===== src/rtl/loop_sequencer_if.sv =====
// ADC request/response handshake and PWM duty update bundle for loop_sequencer.
// master = sequencer side, slave = ADC SPI master / PWM side.
interface loop_sequencer_if;
  logic        adc_start;
  logic        adc_done;
  logic [11:0] adc_data;
  logic [9:0]  duty_mag;
  logic        duty_dir;
  logic        duty_valid;

  modport master (
    output adc_start, duty_mag, duty_dir, duty_valid,
    input  adc_done, adc_data
  );

  modport slave (
    input  adc_start, duty_mag, duty_dir, duty_valid,
    output adc_done, adc_data
  );
endinterface


===== src/rtl/loop_sequencer.sv =====
// Periodic proportional control loop: tick -> ADC sample -> P-term -> duty update,
// with ADC timeout and missed-tick (overrun) sticky flags.
module loop_sequencer #(
  parameter int unsigned PERIOD_CYCLES = 1000,
  parameter int unsigned ADC_TIMEOUT   = 255,
  parameter int unsigned KP_SHIFT      = 4
) (
  input  logic                   clk,
  input  logic                   reset_n,
  input  logic                   enable,
  input  logic [11:0]            setpoint,
  input  logic                   setpoint_valid,
  input  logic [7:0]             kp,
  input  logic                   clear_faults,
  loop_sequencer_if.master       bus,
  output logic                   fault,
  output logic                   overrun,
  output logic [15:0]            sample_cnt
);

  localparam int unsigned PW = $clog2(PERIOD_CYCLES);
  localparam int unsigned TW = (ADC_TIMEOUT > 1) ? $clog2(ADC_TIMEOUT + 1) : 1;
  localparam logic [PW-1:0] PER_LAST = PW'(PERIOD_CYCLES - 1);
  localparam logic [TW-1:0] TO_LAST  = TW'(ADC_TIMEOUT - 1);

  typedef enum logic [2:0] {
    IDLE, WAIT_TICK, ADC_REQ, ADC_WAIT, COMPUTE, UPDATE
  } state_t;

  state_t          state, state_n;
  logic [PW-1:0]   per_cnt;
  logic [TW-1:0]   to_cnt;
  logic [11:0]     sp_reg, snap, sample;
  logic [9:0]      duty_mag;
  logic            duty_dir, duty_valid;
  logic            tick, adc_fire, to_fire;
  logic signed [12:0] err;
  logic signed [20:0] err_x, kp_x, prod, scaled;
  logic [20:0]     absval;
  logic [9:0]      mag_c;

  assign tick     = enable && (per_cnt == PER_LAST);
  assign adc_fire = (state == ADC_WAIT) && bus.adc_done;
  // adc_done beats the timeout when both land on the last wait cycle
  assign to_fire  = (state == ADC_WAIT) && !bus.adc_done && (to_cnt == TO_LAST);

  assign bus.adc_start  = (state == ADC_REQ);
  assign bus.duty_mag   = duty_mag;
  assign bus.duty_dir   = duty_dir;
  assign bus.duty_valid = duty_valid;

  always_ff @(posedge clk or negedge reset_n) begin
    if (!reset_n)                per_cnt <= '0;
    else if (!enable)            per_cnt <= '0;
    else if (per_cnt == PER_LAST) per_cnt <= '0;
    else                         per_cnt <= per_cnt + PW'(1);
  end

  always_comb begin
    state_n = state;
    if (!enable) begin
      state_n = IDLE;
    end else begin
      case (state)
        IDLE:      state_n = WAIT_TICK;
        WAIT_TICK: if (tick) state_n = ADC_REQ;
        ADC_REQ:   state_n = ADC_WAIT;
        ADC_WAIT:  if (bus.adc_done) state_n = COMPUTE;
                   else if (to_fire) state_n = WAIT_TICK;
        COMPUTE:   state_n = UPDATE;
        UPDATE:    state_n = WAIT_TICK;
        default:   state_n = IDLE;
      endcase
    end
  end

  always_comb begin
    err    = $signed({1'b0, snap}) - $signed({1'b0, sample});
    err_x  = 21'(err);
    kp_x   = {13'b0, kp};
    prod   = err_x * kp_x;
    scaled = prod >>> KP_SHIFT;
    absval = scaled[20] ? $unsigned(-scaled) : $unsigned(scaled);
    mag_c  = (absval > 21'd1023) ? 10'd1023 : absval[9:0];
  end

  always_ff @(posedge clk or negedge reset_n) begin
    if (!reset_n) begin
      state      <= IDLE;
      to_cnt     <= '0;
      sp_reg     <= '0;
      snap       <= '0;
      sample     <= '0;
      duty_mag   <= '0;
      duty_dir   <= 1'b0;
      duty_valid <= 1'b0;
      fault      <= 1'b0;
      overrun    <= 1'b0;
      sample_cnt <= '0;
    end else begin
      state      <= state_n;
      duty_valid <= 1'b0;
      if (setpoint_valid) sp_reg <= setpoint;
      if (state == ADC_REQ) begin
        snap   <= sp_reg;
        to_cnt <= '0;
      end
      if (state == ADC_WAIT) to_cnt <= to_cnt + TW'(1);
      if (adc_fire) sample <= bus.adc_data;

      // duty registers load at the end of COMPUTE so they read new in UPDATE
      if (enable && state == COMPUTE) begin
        duty_mag   <= mag_c;
        duty_dir   <= scaled[20];
        duty_valid <= 1'b1;
        sample_cnt <= sample_cnt + 16'd1;
      end else if (enable && to_fire) begin
        duty_mag   <= '0;
        duty_dir   <= 1'b0;
        duty_valid <= 1'b1;
      end

      if (enable && to_fire) fault <= 1'b1;
      else if (clear_faults) fault <= 1'b0;

      if (tick && state != WAIT_TICK) overrun <= 1'b1;
      else if (clear_faults)          overrun <= 1'b0;
    end
  end

endmodule


===== src/flat_wrapper.sv =====
// flat-port wrapper written by rule: the top's interface ports become plain ports
module loop_sequencer_flat 
#(
  parameter int unsigned PERIOD_CYCLES = 1000,
  parameter int unsigned ADC_TIMEOUT   = 255,
  parameter int unsigned KP_SHIFT      = 4
)
  (clk, reset_n, enable, setpoint, setpoint_valid, kp, clear_faults, fault, overrun, sample_cnt, bus_adc_start, bus_duty_mag, bus_duty_dir, bus_duty_valid, bus_adc_done, bus_adc_data);
  loop_sequencer_if bus_i ();
  input  logic clk;
  input  logic reset_n;
  input  logic enable;
  input  logic [11:0] setpoint;
  input  logic setpoint_valid;
  input  logic [7:0] kp;
  input  logic clear_faults;
  output logic fault;
  output logic overrun;
  output logic [15:0] sample_cnt;
  output wire logic [$bits(bus_i.adc_start)-1:0] bus_adc_start;
  output wire logic [$bits(bus_i.duty_mag)-1:0] bus_duty_mag;
  output wire logic [$bits(bus_i.duty_dir)-1:0] bus_duty_dir;
  output wire logic [$bits(bus_i.duty_valid)-1:0] bus_duty_valid;
  input wire logic [$bits(bus_i.adc_done)-1:0] bus_adc_done;
  input wire logic [$bits(bus_i.adc_data)-1:0] bus_adc_data;
  assign bus_adc_start = bus_i.adc_start;
  assign bus_duty_mag = bus_i.duty_mag;
  assign bus_duty_dir = bus_i.duty_dir;
  assign bus_duty_valid = bus_i.duty_valid;
  assign bus_i.adc_done = bus_adc_done;
  assign bus_i.adc_data = bus_adc_data;
  loop_sequencer #(.PERIOD_CYCLES(PERIOD_CYCLES), .ADC_TIMEOUT(ADC_TIMEOUT), .KP_SHIFT(KP_SHIFT)) u_core (.clk(clk), .reset_n(reset_n), .enable(enable), .setpoint(setpoint), .setpoint_valid(setpoint_valid), .kp(kp), .clear_faults(clear_faults), .bus(bus_i), .fault(fault), .overrun(overrun), .sample_cnt(sample_cnt));
endmodule

===== config.mk =====
export PLATFORM = sky130hd
export DESIGN_NAME = loop_sequencer_flat
export DESIGN_NICKNAME = d
export VERILOG_FILES = /design/src/rtl/loop_sequencer_if.sv /design/src/rtl/loop_sequencer.sv /design/src/flat_wrapper.sv
export SDC_FILE = /design/constraint.sdc
export NUM_CORES = 1
export LEC_CHECK = 0
export CORE_MARGIN = 10
export CORE_UTILIZATION = 50
export CTS_CLUSTER_DIAMETER = 200
export DETAILED_ROUTE_END_ITERATION = 12
export PLACE_DENSITY = 0.69
export SLEW_MARGIN = 20
export SYNTH_ARGS = -nofsm -noshare
export SYNTH_HDL_FRONTEND = slang
export SYNTH_SLANG_ARGS = --single-unit

===== constraint.sdc =====
create_clock -name clk -period 21.4 [get_ports clk]
set_clock_uncertainty 0.1 [all_clocks]
set_input_delay 3.21 -clock clk [delete_from_list [all_inputs] [get_ports clk]]
set_output_delay 3.21 -clock clk [all_outputs]
set_load 0.1 [all_outputs]

======== Word level (Yosys, flattened, before mapping) ========
Index checks and enable logic that the tools add are counted.
W data, S select, Z words.
storage, ports and cells
  register bits ........................... 87
  input bits .............................. 38
  output and inout port bits .............. 31
  word-level logic and storage cells ...... 64
operators by class
  $add $sub $neg .......................... 5
  multiply operators ...................... 1
  order comparisons ....................... 1
  eq/ne operators ......................... 10
  multiplexer cells ....................... 20
  reductions and logical operators ........ 15
operators with widths
  operator                 count
  $mux W10                 5
  $gt A21 B10 Y1 const B   1
  $mul A13 B9 Y21          1
  $mux W21                 1
  $neg A17 Y21             1
  $add A16 B1 Y16 const B  1
  $mux W8                  2
  $pmux W3 S5              1
  $sub A12 B12 Y13         1
  $mux W3                  4
  $add A10 B1 Y10 const B  1
  $eq A10 B10 Y1 const B   1
  $add A8 B1 Y8 const B    1
  $eq A8 B8 Y1 const B     1
  $reduce_bool A2 Y1       4
  $logic_and A1 B1 Y1      7
  $mux W1                  7
  $eq A3 B2 Y1 const B     2
  $eq A3 B3 Y1 const B     2
  $ne A4 B3 Y1 const B     1
  $eq A3 B1 Y1 const B     1
  $logic_not A3 Y1         1
  $ne A3 B1 Y1 const B     1
  $ne A3 B2 Y1 const B     1
  other kinds (3)          3

======== Depth between registers and ports, before layout ========
  depth after elaboration ................. 7
  depth in mapped cells ................... 31

======== Worst setup path before layout ========
Ideal clock, no wire load.
  path type ............................... input -> register
  start point ............................. input kp[0]
  end point ............................... register u_core.duty_mag[0] (netlist: u_core.bus.duty_mag[0])
  library setup time ...................... 0.136 ns
  data arrival time ....................... 8.331 ns
  data required time ...................... 21.164 ns
  setup slack ............................. 12.832 ns
  stages .................................. 19
  buffers on the path ..................... 2
  cells stage by stage .................... clkbuf_1 o21ai_0 fa_1 inv_1 fa_1 inv_1 fa_1 inv_1 fa_1 ha_1 clkbuf_1 a21o_1 a21oi_1 a21boi_0 o21ai_1 or3_1 or2_1 a221oi_4 a21oi_1
between the ends
  cells in the longest elaborated chain, start to end .. 6
ends and longest elaborated chain
  item                  line                   text
  start, declared       flat_wrapper.sv:15     input logic [7:0] kp;
  $mul A13 B9 Y21 *     loop_sequencer.sv:81   prod = err_x * kp_x;
  $neg A17 Y21          loop_sequencer.sv:83   absval = scaled[20] ? $unsigned(-scaled) : $unsigned(scaled);
  $mux W21 *            loop_sequencer.sv:83
  $gt A21 B10 Y1        loop_sequencer.sv:84   mag_c = (absval > 21'd1023) ? 10'd1023 : absval[9:0];
  $mux W10 *            loop_sequencer.sv:84
  $mux W10 *            loop_sequencer.sv:112  if (enable && state == COMPUTE) begin
  end signal, assigned  loop_sequencer.sv:113  duty_mag <= mag_c;
  end, declared         loop_sequencer.sv:34   logic [9:0] duty_mag;
Mark *: on every way between the ends. The rest lies on a longest branch, timed or not.
A chain may end at the register's enable or synchronous reset.

======== Worst setup path in the final report ========
  start point ............................. input kp[0]
  end point ............................... register u_core.duty_mag[8] (netlist: u_core.bus.duty_mag[8])
Same word-level chain as after synthesis.

==> impl_metrics.env <==
export IMPL_die_area_mm2=0.02256
export IMPL_yosysSeqAreaShare_pct=25.69
export IMPL_max_freq_mhz=107.5
export IMPL_r2r_cells=27
export IMPL_diodes=0
export IMPL_dieHeight_um=150.2
export IMPL_io_buffers=68
export IMPL_slew_headroom_pct=29.26
export IMPL_drcViolationCount=0
export IMPL_synth_cells=903
export IMPL_synth_seq_cells=87
export IMPL_ant_nets=0
export IMPL_drtIter0Drc=395
export IMPL_final_cell_mix="inv_1, dfrtp_1, nand2_1, fa_1, clkdlybuf4s50_1"
export IMPL_cp_slowest_stage_delay_ps=780
export IMPL_critical_path_arrival_ps=9410
export IMPL_synth_top_cell_area_share_pct=25.69
export IMPL_ys_flop_type="dfrtp_1"
export IMPL_synth_edf_count=0
export IMPL_track_usage_pct=16.00
export IMPL_htree_levels=3
export IMPL_dp_cells=1167
export IMPL_finalSetupViolations=0
export IMPL_finalMaxSlewViolations=0
export IMPL_rows=47
export IMPL_place_hpwl_um=13980
export IMPL_cp_top_family="adder cells"
export IMPL_drive_gt1_share_pct=7.580
export IMPL_r2r_end="u_core.bus.duty_mag[8]"
export IMPL_place_ws_ps=11490
export IMPL_clk_pin_slew_ps=70
export IMPL_design_core_area_mm2=0.01658
export IMPL_wl_per_cell_um=14.59
export IMPL_fin_crit_sh_pct=43.46
export IMPL_dpl_instance_area_mm2=0.009336
export IMPL_synth_area_top_cells="dfrtp_1, fa_1, ha_1"
export IMPL_final_cells=1183
export IMPL_cp_cell_sequence="clkdlybuf4s50_1 > nand2_1 > mux2_2 > fa_1 > inv_1 > fa_1 > fa_1 > fa_1 > ha_1 > a2111oi_1 > o21ai_1 > a21oi_2 > o21ai_0 > xnor2_2 > a41oi_1 > or2_1 > a221oi_4 > a21oi_1"
export IMPL_path_common_cell="fa_1"
export IMPL_path_depth=18
export IMPL_synth_cell_types=61
export IMPL_ioPinCount=69
export IMPL_grt_pass1_wl_um=30090
export IMPL_cap_violations=0
export IMPL_path_class="in -> reg"
export IMPL_postSynthAreaPerCell_um2=9.385
export IMPL_reg2reg_from="u_core.snap[0]"
export IMPL_top_layer_used="met4"
export IMPL_area_growth_pct=13.70
export IMPL_crit_start="kp[0]"
export IMPL_avgViaCountPerCell=5.245
export IMPL_clk_latency_ps=350
export IMPL_holdPathEnd="u_core.sample_cnt[15]"
export IMPL_synth_area_mm2=0.008474
export IMPL_hold_depth=1
export IMPL_status="finished, final reports clean"
export IMPL_cts_setup_buffers=0
export IMPL_vias=6205
export IMPL_nets=1134
export IMPL_cts_buffers=9
export IMPL_cts_tree="built"
export IMPL_ff2ff_setup_slack_ps=12800
export IMPL_overflow=0
export IMPL_synthArstFlopShare_pct=100.0
export IMPL_ctsResizeCount=0
export IMPL_gp_congestion=0.8724
export IMPL_period_minus_slack_ps=9301
export IMPL_grt_max_degree=69
export IMPL_finalWirelength_um=17260
export IMPL_met1_length_um=8324
export IMPL_detail_route_first_pass_iterations=4
export IMPL_hold_buffers=0
export IMPL_die_w_um=150.2
export IMPL_wl_met2_um=7792
export IMPL_syn_nets=1079
export IMPL_finalSetupTns_ps=0
export IMPL_postLayoutCellArea_mm2=0.009635
export IMPL_cts_buffer_depth=2
export IMPL_hold_path_class="reg -> reg"
export IMPL_synth_largest_area_cell="dfrtp_1"
export IMPL_antenna_found_initial=0
export IMPL_hold_viol=0
export IMPL_end_kind="flip-flop"
export IMPL_required_ps=21500
export IMPL_final_common_cell="inv_1"
export IMPL_largest_register_ffs=16
export IMPL_grt_pass1_vias=6341
export IMPL_clock_sinks=87
export IMPL_met3_length_um=969
export IMPL_cts_root_buf="clkbuf_16"
export IMPL_slowest_stage="clkdlybuf4s50_1"
export IMPL_hold_path_startpoint="u_core.sample_cnt[15]"
export IMPL_worstMarginPinSlew_ps=1045
export IMPL_start_util_pct=51.10
export IMPL_start_kind="input pin"
export IMPL_crit_buf_inv=2
export IMPL_grt_setup_unrepaired="false"
export IMPL_yosysWarnings=0
export IMPL_setup_slack_ps=12100
export IMPL_critical_path_max_fanout=16
export IMPL_top_register="u_core.sample_cnt"
[layer usage]
layer  vias up  track usage [%]
met2       118            25.44
met4         0            3.547
met3        12            4.022
li1       3108                -
met1      2967            21.61
met5         -                0
[area by class of cell]
cell class,count,area (um^2)
clock buffer,10,239.0
clock inverter,6,52.55
fill,1508,6948
inverter,128,480.5
multi-input combinational,662,5718
sequential,87,2177
tap,220,275.3
timing repair buffer,70,693.2
[cell families after synthesis]
| logic type | Yosys count | synth area share [%] |
|---|---|---|
| simple gates | 278 | 16.62 |
| buf+inv | 154 | 6.925 |
| compound gates | 148 | 11.58 |
| fa+ha+maj | 138 | 27.73 |
| flops | 87 | 25.69 |
| xor+xnor | 54 | 5.670 |
| mux | 44 | 5.788 |
[through the flow]
| stage | util (%) | hold slack [ps] |
|---|---|---|
| after floorplan | - | 345.8 |
| after global placement | 56.30 | 353.8 |
| after detailed placement | 56.30 | 374.0 |
| after CTS | 58.06 | 387.1 |
| after global routing | 58.10 | 400.4 |
| final | 58.10 | 378.7 |
[synth_stat cells (3+ instances only)]
cell type,instances
a211o_1,3
a21boi_0,12
a21o_1,9
a21oi_1,39
a221oi_1,4
a22o_1,3
a31oi_1,6
and2_1,36
and3_1,20
clkbuf_1,22
dfrtp_1,87
fa_1,83
ha_1,55
inv_1,128
mux2_2,40
mux2i_1,4
nand2_1,84
nand2b_1,14
nand3_1,17
nand4_1,9
nor2_1,43
nor2b_1,17
nor3_1,18
o211ai_1,5
o21ai_0,33
o21ai_1,4
o31ai_1,3
or2_2,6
or3_1,4
xnor2_1,31
xor2_1,22
[how the worst max path moves through the flow]
stage                              to  slack [ps]
6_report       u_core.bus.duty_mag[8]       12100
2_1_floorplan  u_core.bus.duty_mag[0]       12830
4_1_cts        u_core.bus.duty_mag[8]       11840
3_5_place_dp   u_core.bus.duty_mag[8]       11490
3_3_place_gp   u_core.bus.duty_mag[0]       11610
5_1_grt        u_core.bus.duty_mag[2]       11660
Power is not shown: default switching activity piles up to over one toggle a cycle in this logic, so the estimate is an artifact.
